===== config.mk =====
export PLATFORM = sky130hd
export DESIGN_NAME = multiplicador_secuencial_flat
export DESIGN_NICKNAME = d
export VERILOG_FILES = /design/src/rtl/multiplicador_pkg.sv /design/src/rtl/multiplicador_secuencial_if.sv /design/src/rtl/sumador_n_bits.sv /design/src/rtl/multiplicador_secuencial.sv /design/src/flat_wrapper.sv
export SDC_FILE = /design/constraint.sdc
export NUM_CORES = 1
export LEC_CHECK = 0
export ABC_AREA = 1
export CAP_MARGIN = 25
export CORE_MARGIN = 2
export CORE_UTILIZATION = 52
export CTS_BUF_LIST = sky130_fd_sc_hd__clkbuf_4 sky130_fd_sc_hd__clkbuf_8 sky130_fd_sc_hd__clkbuf_16
export CTS_CLUSTER_DIAMETER = 120
export DETAILED_ROUTE_END_ITERATION = 8
export GPL_TIMING_DRIVEN = 0
export HOLD_SLACK_MARGIN = 0.08
export PLACE_DENSITY = 0.78
export SYNTH_ARGS = -nofsm -noshare
export SYNTH_HDL_FRONTEND = slang
export SYNTH_HIERARCHICAL = 1
export SYNTH_SLANG_ARGS = --single-unit
export TNS_END_PERCENT = 5

===== constraint.sdc =====
create_clock -name clk -period 3.2 [get_ports clk]
set_clock_uncertainty 0.2 [all_clocks]
set_input_delay 0.64 -clock clk [delete_from_list [all_inputs] [get_ports clk]]
set_output_delay 0.64 -clock clk [all_outputs]
set_load 0.02 [all_outputs]

===== src/rtl/multiplicador_pkg.sv =====
// Shared types and constants for the sequential shift-and-add multiplier.
package multiplicador_pkg;

    localparam int unsigned ANCHO_DEF = 4;

    typedef enum logic [1:0] {
        IDLE = 2'd0,
        CALC = 2'd1,
        DONE = 2'd2
    } estado_t;

    // Iteration counter must be able to hold the value ANCHO.
    function automatic int unsigned ancho_cnt(input int unsigned ancho);
        return $clog2(ancho + 1);
    endfunction

endpackage


===== src/rtl/multiplicador_secuencial_if.sv =====
// Start/done handshake and operand/product bus between ALU control and the multiplier.
interface multiplicador_secuencial_if
    import multiplicador_pkg::*;
#(
    parameter int unsigned ANCHO = ANCHO_DEF
);
    logic                   start;
    logic [ANCHO-1:0]       A;
    logic [ANCHO-1:0]       B;
    logic [2*ANCHO-1:0]     P;
    logic                   done;
    logic                   busy;

    modport master (output start, A, B, input P, done, busy);
    modport slave  (input start, A, B, output P, done, busy);
endinterface


===== src/rtl/sumador_n_bits.sv =====
// Combinational ANCHO-bit ripple-carry adder, shared with the ALU adder stage.
module sumador_n_bits
    import multiplicador_pkg::*;
#(
    parameter int unsigned ANCHO = ANCHO_DEF
) (
    input  logic [ANCHO-1:0] A,
    input  logic [ANCHO-1:0] B,
    input  logic             Cin,
    output logic [ANCHO-1:0] R,
    output logic             Cout
);
    logic [ANCHO:0] carry;

    assign carry[0] = Cin;

    for (genvar i = 0; i < ANCHO; i++) begin : g_fa
        assign R[i]       = A[i] ^ B[i] ^ carry[i];
        assign carry[i+1] = (A[i] & B[i]) | (carry[i] & (A[i] ^ B[i]));
    end

    assign Cout = carry[ANCHO];
endmodule


===== src/rtl/multiplicador_secuencial.sv =====
// Unsigned shift-and-add multiplier: one add-with-carry plus right shift per clock,
// ANCHO iterations per product, start/done handshake.
module multiplicador_secuencial
    import multiplicador_pkg::*;
#(
    parameter int unsigned ANCHO = ANCHO_DEF
) (
    input  logic                      clk,
    input  logic                      rst,
    multiplicador_secuencial_if.slave bus
);
    localparam int unsigned CW = ancho_cnt(ANCHO);
    localparam int unsigned PW = 2 * ANCHO;

    estado_t           state_q, state_d;
    logic [ANCHO-1:0]  m_q, m_d;
    logic [ANCHO-1:0]  acc_q, acc_d;
    logic [ANCHO-1:0]  q_q, q_d;
    logic [CW-1:0]     cnt_q, cnt_d;
    logic [PW-1:0]     p_q, p_d;
    logic              done_q, busy_q;

    logic [ANCHO-1:0]  sumando;
    logic [ANCHO-1:0]  suma;
    logic              carry;
    logic [ANCHO-1:0]  acc_sh;
    logic [ANCHO-1:0]  q_sh;

    // Multiplicand is added only when the current multiplier LSB is set.
    assign sumando = q_q[0] ? m_q : '0;

    sumador_n_bits #(.ANCHO(ANCHO)) u_sumador (
        .A    (acc_q),
        .B    (sumando),
        .Cin  (1'b0),
        .R    (suma),
        .Cout (carry)
    );

    // {carry, suma, Q} shifted right by one; the carry is absorbed into acc's MSB.
    assign acc_sh = {carry, suma[ANCHO-1:1]};
    assign q_sh   = {suma[0], q_q[ANCHO-1:1]};

    always_ff @(posedge clk or posedge rst) begin
        if (rst) begin
            state_q <= IDLE;
            m_q     <= '0;
            acc_q   <= '0;
            q_q     <= '0;
            cnt_q   <= '0;
            p_q     <= '0;
            done_q  <= 1'b0;
            busy_q  <= 1'b0;
        end else begin
            state_q <= state_d;
            m_q     <= m_d;
            acc_q   <= acc_d;
            q_q     <= q_d;
            cnt_q   <= cnt_d;
            p_q     <= p_d;
            done_q  <= (state_d == DONE);
            busy_q  <= (state_d != IDLE);
        end
    end

    always_comb begin
        state_d = state_q;
        m_d     = m_q;
        acc_d   = acc_q;
        q_d     = q_q;
        cnt_d   = cnt_q;
        p_d     = p_q;

        case (state_q)
            IDLE: begin
                if (bus.start) begin
                    m_d     = bus.A;
                    q_d     = bus.B;
                    acc_d   = '0;
                    cnt_d   = '0;
                    state_d = CALC;
                end
            end
            CALC: begin
                acc_d = acc_sh;
                q_d   = q_sh;
                cnt_d = cnt_q + CW'(1);
                if (cnt_q == CW'(ANCHO - 1)) begin
                    p_d     = {acc_sh, q_sh};
                    state_d = DONE;
                end
            end
            DONE: begin
                state_d = IDLE;
            end
            default: begin
                state_d = IDLE;
            end
        endcase
    end

    assign bus.P    = p_q;
    assign bus.done = done_q;
    assign bus.busy = busy_q;
endmodule


===== src/flat_wrapper.sv =====
// flat-port wrapper written by rule: the top's interface ports become plain ports
module multiplicador_secuencial_flat import multiplicador_pkg::*;
#(
    parameter int unsigned ANCHO = ANCHO_DEF
)
  (clk, rst, bus_start, bus_A, bus_B, bus_P, bus_done, bus_busy);
  multiplicador_secuencial_if #(.ANCHO(ANCHO)) bus_i ();
  input  logic clk;
  input  logic rst;
  input wire logic [$bits(bus_i.start)-1:0] bus_start;
  input wire logic [$bits(bus_i.A)-1:0] bus_A;
  input wire logic [$bits(bus_i.B)-1:0] bus_B;
  output wire logic [$bits(bus_i.P)-1:0] bus_P;
  output wire logic [$bits(bus_i.done)-1:0] bus_done;
  output wire logic [$bits(bus_i.busy)-1:0] bus_busy;
  assign bus_i.start = bus_start;
  assign bus_i.A = bus_A;
  assign bus_i.B = bus_B;
  assign bus_P = bus_i.P;
  assign bus_done = bus_i.done;
  assign bus_busy = bus_i.busy;
  multiplicador_secuencial #(.ANCHO(ANCHO)) u_core (.clk(clk), .rst(rst), .bus(bus_i));
endmodule

==> key figures <==
Die
  • Die Wd: 54.0 um
  • IO Pins: 21
  • Die area: 0.00292 mm^2
  • Initial Util: 53.5%
  • Core ar.: 0.00243 mm^2
  • Row cnt: 18
  • Die H: 54.0 um

Clock tree
  • Clock buffer count from CTS: 3
  • Clock root buffer: clkbuf_4
  • Clock buffer depth: 2
  • Post-CTS Setup Bufs: 0
  • Worst skew pair latency: 0.32 ns
  • Cts hold-fix bufs: 0
  • H-tree depth: 1
  • Clock Sinks: 27
  • Post_cts resized: 0
  • Worst-path clk slew: 0.13 ns
  • CTS tree: built

Critical path
  • Crit. End Element: flop
  • R2r setup slk: 0.70 ns
  • Slowest stage delay, CP: 0.44 ns
  • Worst path required time: 3.27 ns
  • FF-to-FF End: u_core/acc_q[2]
  • Worst Reg-to-Reg Cells: 12
  • Most used cell, CP: inv_1
  • Worst-path maximum fanout: 5
  • Worst Setup Start Kind: flop
  • Worst R2R Start: u_core/q_q[0]
  • Critical Setup Path Class: flop to flop
  • Critical-path cell list: nand2_1 > inv_1 > fa_1 > inv_1 > fa_1 > inv_1 > fa_1 > inv_1 > fa_1 > inv_1 > nand2_1 > nand2_1
  • CP max stage cell: dfrtp_1
  • Worst path arrival time: 2.57 ns

Synth
  • Synth Area in Simple Gates: 27.1%
  • Netlist cell types: 19
  • Syn Nets: 165
  • #FFs+latches synth: 27
  • Synth Area in Compound Gates: 3.08%
  • Synthesis Warnings: 6
  • Synth Instances: 148
  • Top cell type's share of synthesized area: 51.9%
  • Mux contribution to synthesized area: 0%
  • Mapped Avg Cell Area: 8.79 um^2
  • Post-synthesis sequential area ratio: 51.9%
  • Synth Area in Adders: 8.08%
  • Largest family of logic cells by synthesized area: simple AND/OR/NAND/NOR gates
  • Cell taking the most area after synthesis: dfrtp_1
  • Top post-synthesis cells by area: dfrtp_1 (52%), nand2_1 (16%), inv_1 (6.9%)
  • Post-Syn Area: 0.00130 mm^2
  • Xor/xnor share of the synthesized area: 0%

Worst hold path
  • Hold EP: u_core/m_q[2]
  • Hold Crit Class: flop to flop
  • HP Start: u_core/m_q[2]
  • WHS Path Cells: 2

Power and ir drop
  • Switching portion of total power: 42.8%
  • Pwr dens: 926 mW/mm^2
  • Sw Pwr: 0.000631 W
  • Clk pwr share: 9.7%
  • Leakage: 0.879 nW
  • Sequential Power Share: 39.9%
  • Worst VDD drop: 538 uV
  • Pint: 0.000845 W
  • Combinational Power Share: 50.5%

Layout
  • Post-route cell area: 0.00159 mm^2
  • Most common cell after layout, fill and taps aside: nand2_1
  • P&R area growth vs syn: 22.5%
  • # diodes: 0
  • Layout cells sized above 1: 12.7%
  • Most frequent cells in the layout: nand2_1 (55), dfrtp_1 (27), inv_1 (24), clkdlybuf4s50_1 (20), nand3_1 (13)
  • Layout Nets: 191

Routing
  • Max Used Layer: met4
  • Antenna Violating Nets Remaining: 0
  • Routed length on met2: 1.16 mm
  • Wire length on met3: 74 um
  • Initial DRC count: 17
  • Avg Vias per Cell: 4.89
  • DRC violation count after routing: 0
  • Drt total wl: 2.25 mm
  • Routed vias: 992
  • Drt pass-1 iters: 4
  • WL per Instance: 11.1 um
  • DRT met1 WL: 977 um

STA
  • Worst Hold Margin: 0.294 ns
  • Hold Fails Final Rpt: 0
  • Tcrit/Tclk final: 78.0%
  • Final Max Slew Viols: 0
  • Setup TNS: 0 ns
  • Setup violators final: 0
  • Final min period: 2.50 ns
  • Fmax: 400 MHz
  • RSZ-0062 raised after global routing: false

Place
  • HPWL after DPL: 1.70 mm
  • Area after DPL: 0.00154 mm^2
  • Placer Congestion: 0.814
  • Port Buffer Count: 20

Run status
  • Status: complete, no violations

Global routing
  • Total grt overflow: 0
  • Antenna violations before repair: 0
  • Vias in the first global route: 905
  • Gr usage total: 18.3%
  • First-pass GRT wire length: 3.75 mm
  • Pin count of the biggest net entering global routing: 28

Job
  • Max-capacitance violation count: 0
-- state kept, by name, indices dropped and copies added, names as in the netlist --
register         cells
u_core/bus.busy      1
u_core/state_q       2
u_core/acc_q         4
u_core/m_q           4
u_core/bus.P         8
u_core/bus.done      1
u_core/cnt_q         3
u_core/q_q           4
-- power by group through the flow --
stage / registers (W) / logic [W] / clock network (W)
floorplan: 0.000645 / 0.000459 / 0
global placement: 0.000590 / 0.000714 / 0
detailed placement: 0.000597 / 0.000743 / 0
CTS: 0.000590 / 0.000746 / 0.000154
global route: 0.000609 / 0.000838 / 0.000163
finish: 0.000589 / 0.000745 / 0.000143
-- synth_stat cells (all sizes together) --
master	number
dfrtp	27
nand3	13
o21ai	4
inv	28
clkinv	1
ha	2
buf	1
fa	4
or2	1
conb	1
nor2	4
a21oi	1
nand2	61
-- logic make-up (layout without fill, tap and decap cells) --
group | Yosys count | in the layout
adders and majority gates | 6 | 6
buffers and inverters | 30 | 55
DFF | 27 | 27
other | 1 | 1
and+or+nand+nor | 79 | 79
AOI/OAI and AO/OA | 5 | 5
-- critical path: cells and delay by family, from the launching register on --
family	cells	cell delay, ns
flops	1	0.44
buf+inv	5	0.33
simple gates	3	0.20
fa+ha+maj	4	1.28
-- routing by layer --
layer	vias up	global-route usage, %
met1	482	20.5
met5	-	0
li1	488	-
met3	5	3.33
met2	17	33.7
met4	0	7.50
-- worst max path at each step --
stage | startpoint | end | slack (ns)
global placement | u_core/q_q[0] | u_core/acc_q[2] | 0.77
detailed placement | u_core/q_q[0] | u_core/acc_q[2] | 0.73
global route | u_core/q_q[0] | u_core/acc_q[2] | 0.55
CTS | u_core/q_q[0] | u_core/acc_q[2] | 0.69
finish | u_core/q_q[0] | u_core/acc_q[2] | 0.70
floorplan | u_core/q_q[0] | u_core/acc_q[2] | 0.84
-- cell type report --
class | count | area, um^2
buffer | 1 | 11.3
clock inverter | 1 | 5.00
clock buffer | 3 | 22.5
inverter | 29 | 113
fill | 207 | 838
timing repair buffer | 21 | 228
sequential | 27 | 676
multi-input combinational | 91 | 502
tap | 30 | 37.5
-- through the flow --
stage / setup WS [ns] / total power, W / utilization [%] / std cells
6_report: 0.703 / 0.00148 / 65.5 / 203
5_1_grt: 0.550 / 0.00161 / 65.5 / 203
4_1_cts: 0.693 / 0.00149 / 64.4 / 202
3_5_place_dp: 0.726 / 0.00134 / 63.3 / 198
3_3_place_gp: 0.766 / 0.00130 / 63.3 / 198
2_1_floorplan: 0.842 / 0.00110 / - / 148
No activity file was read; power rests on OpenSTA's default activity.
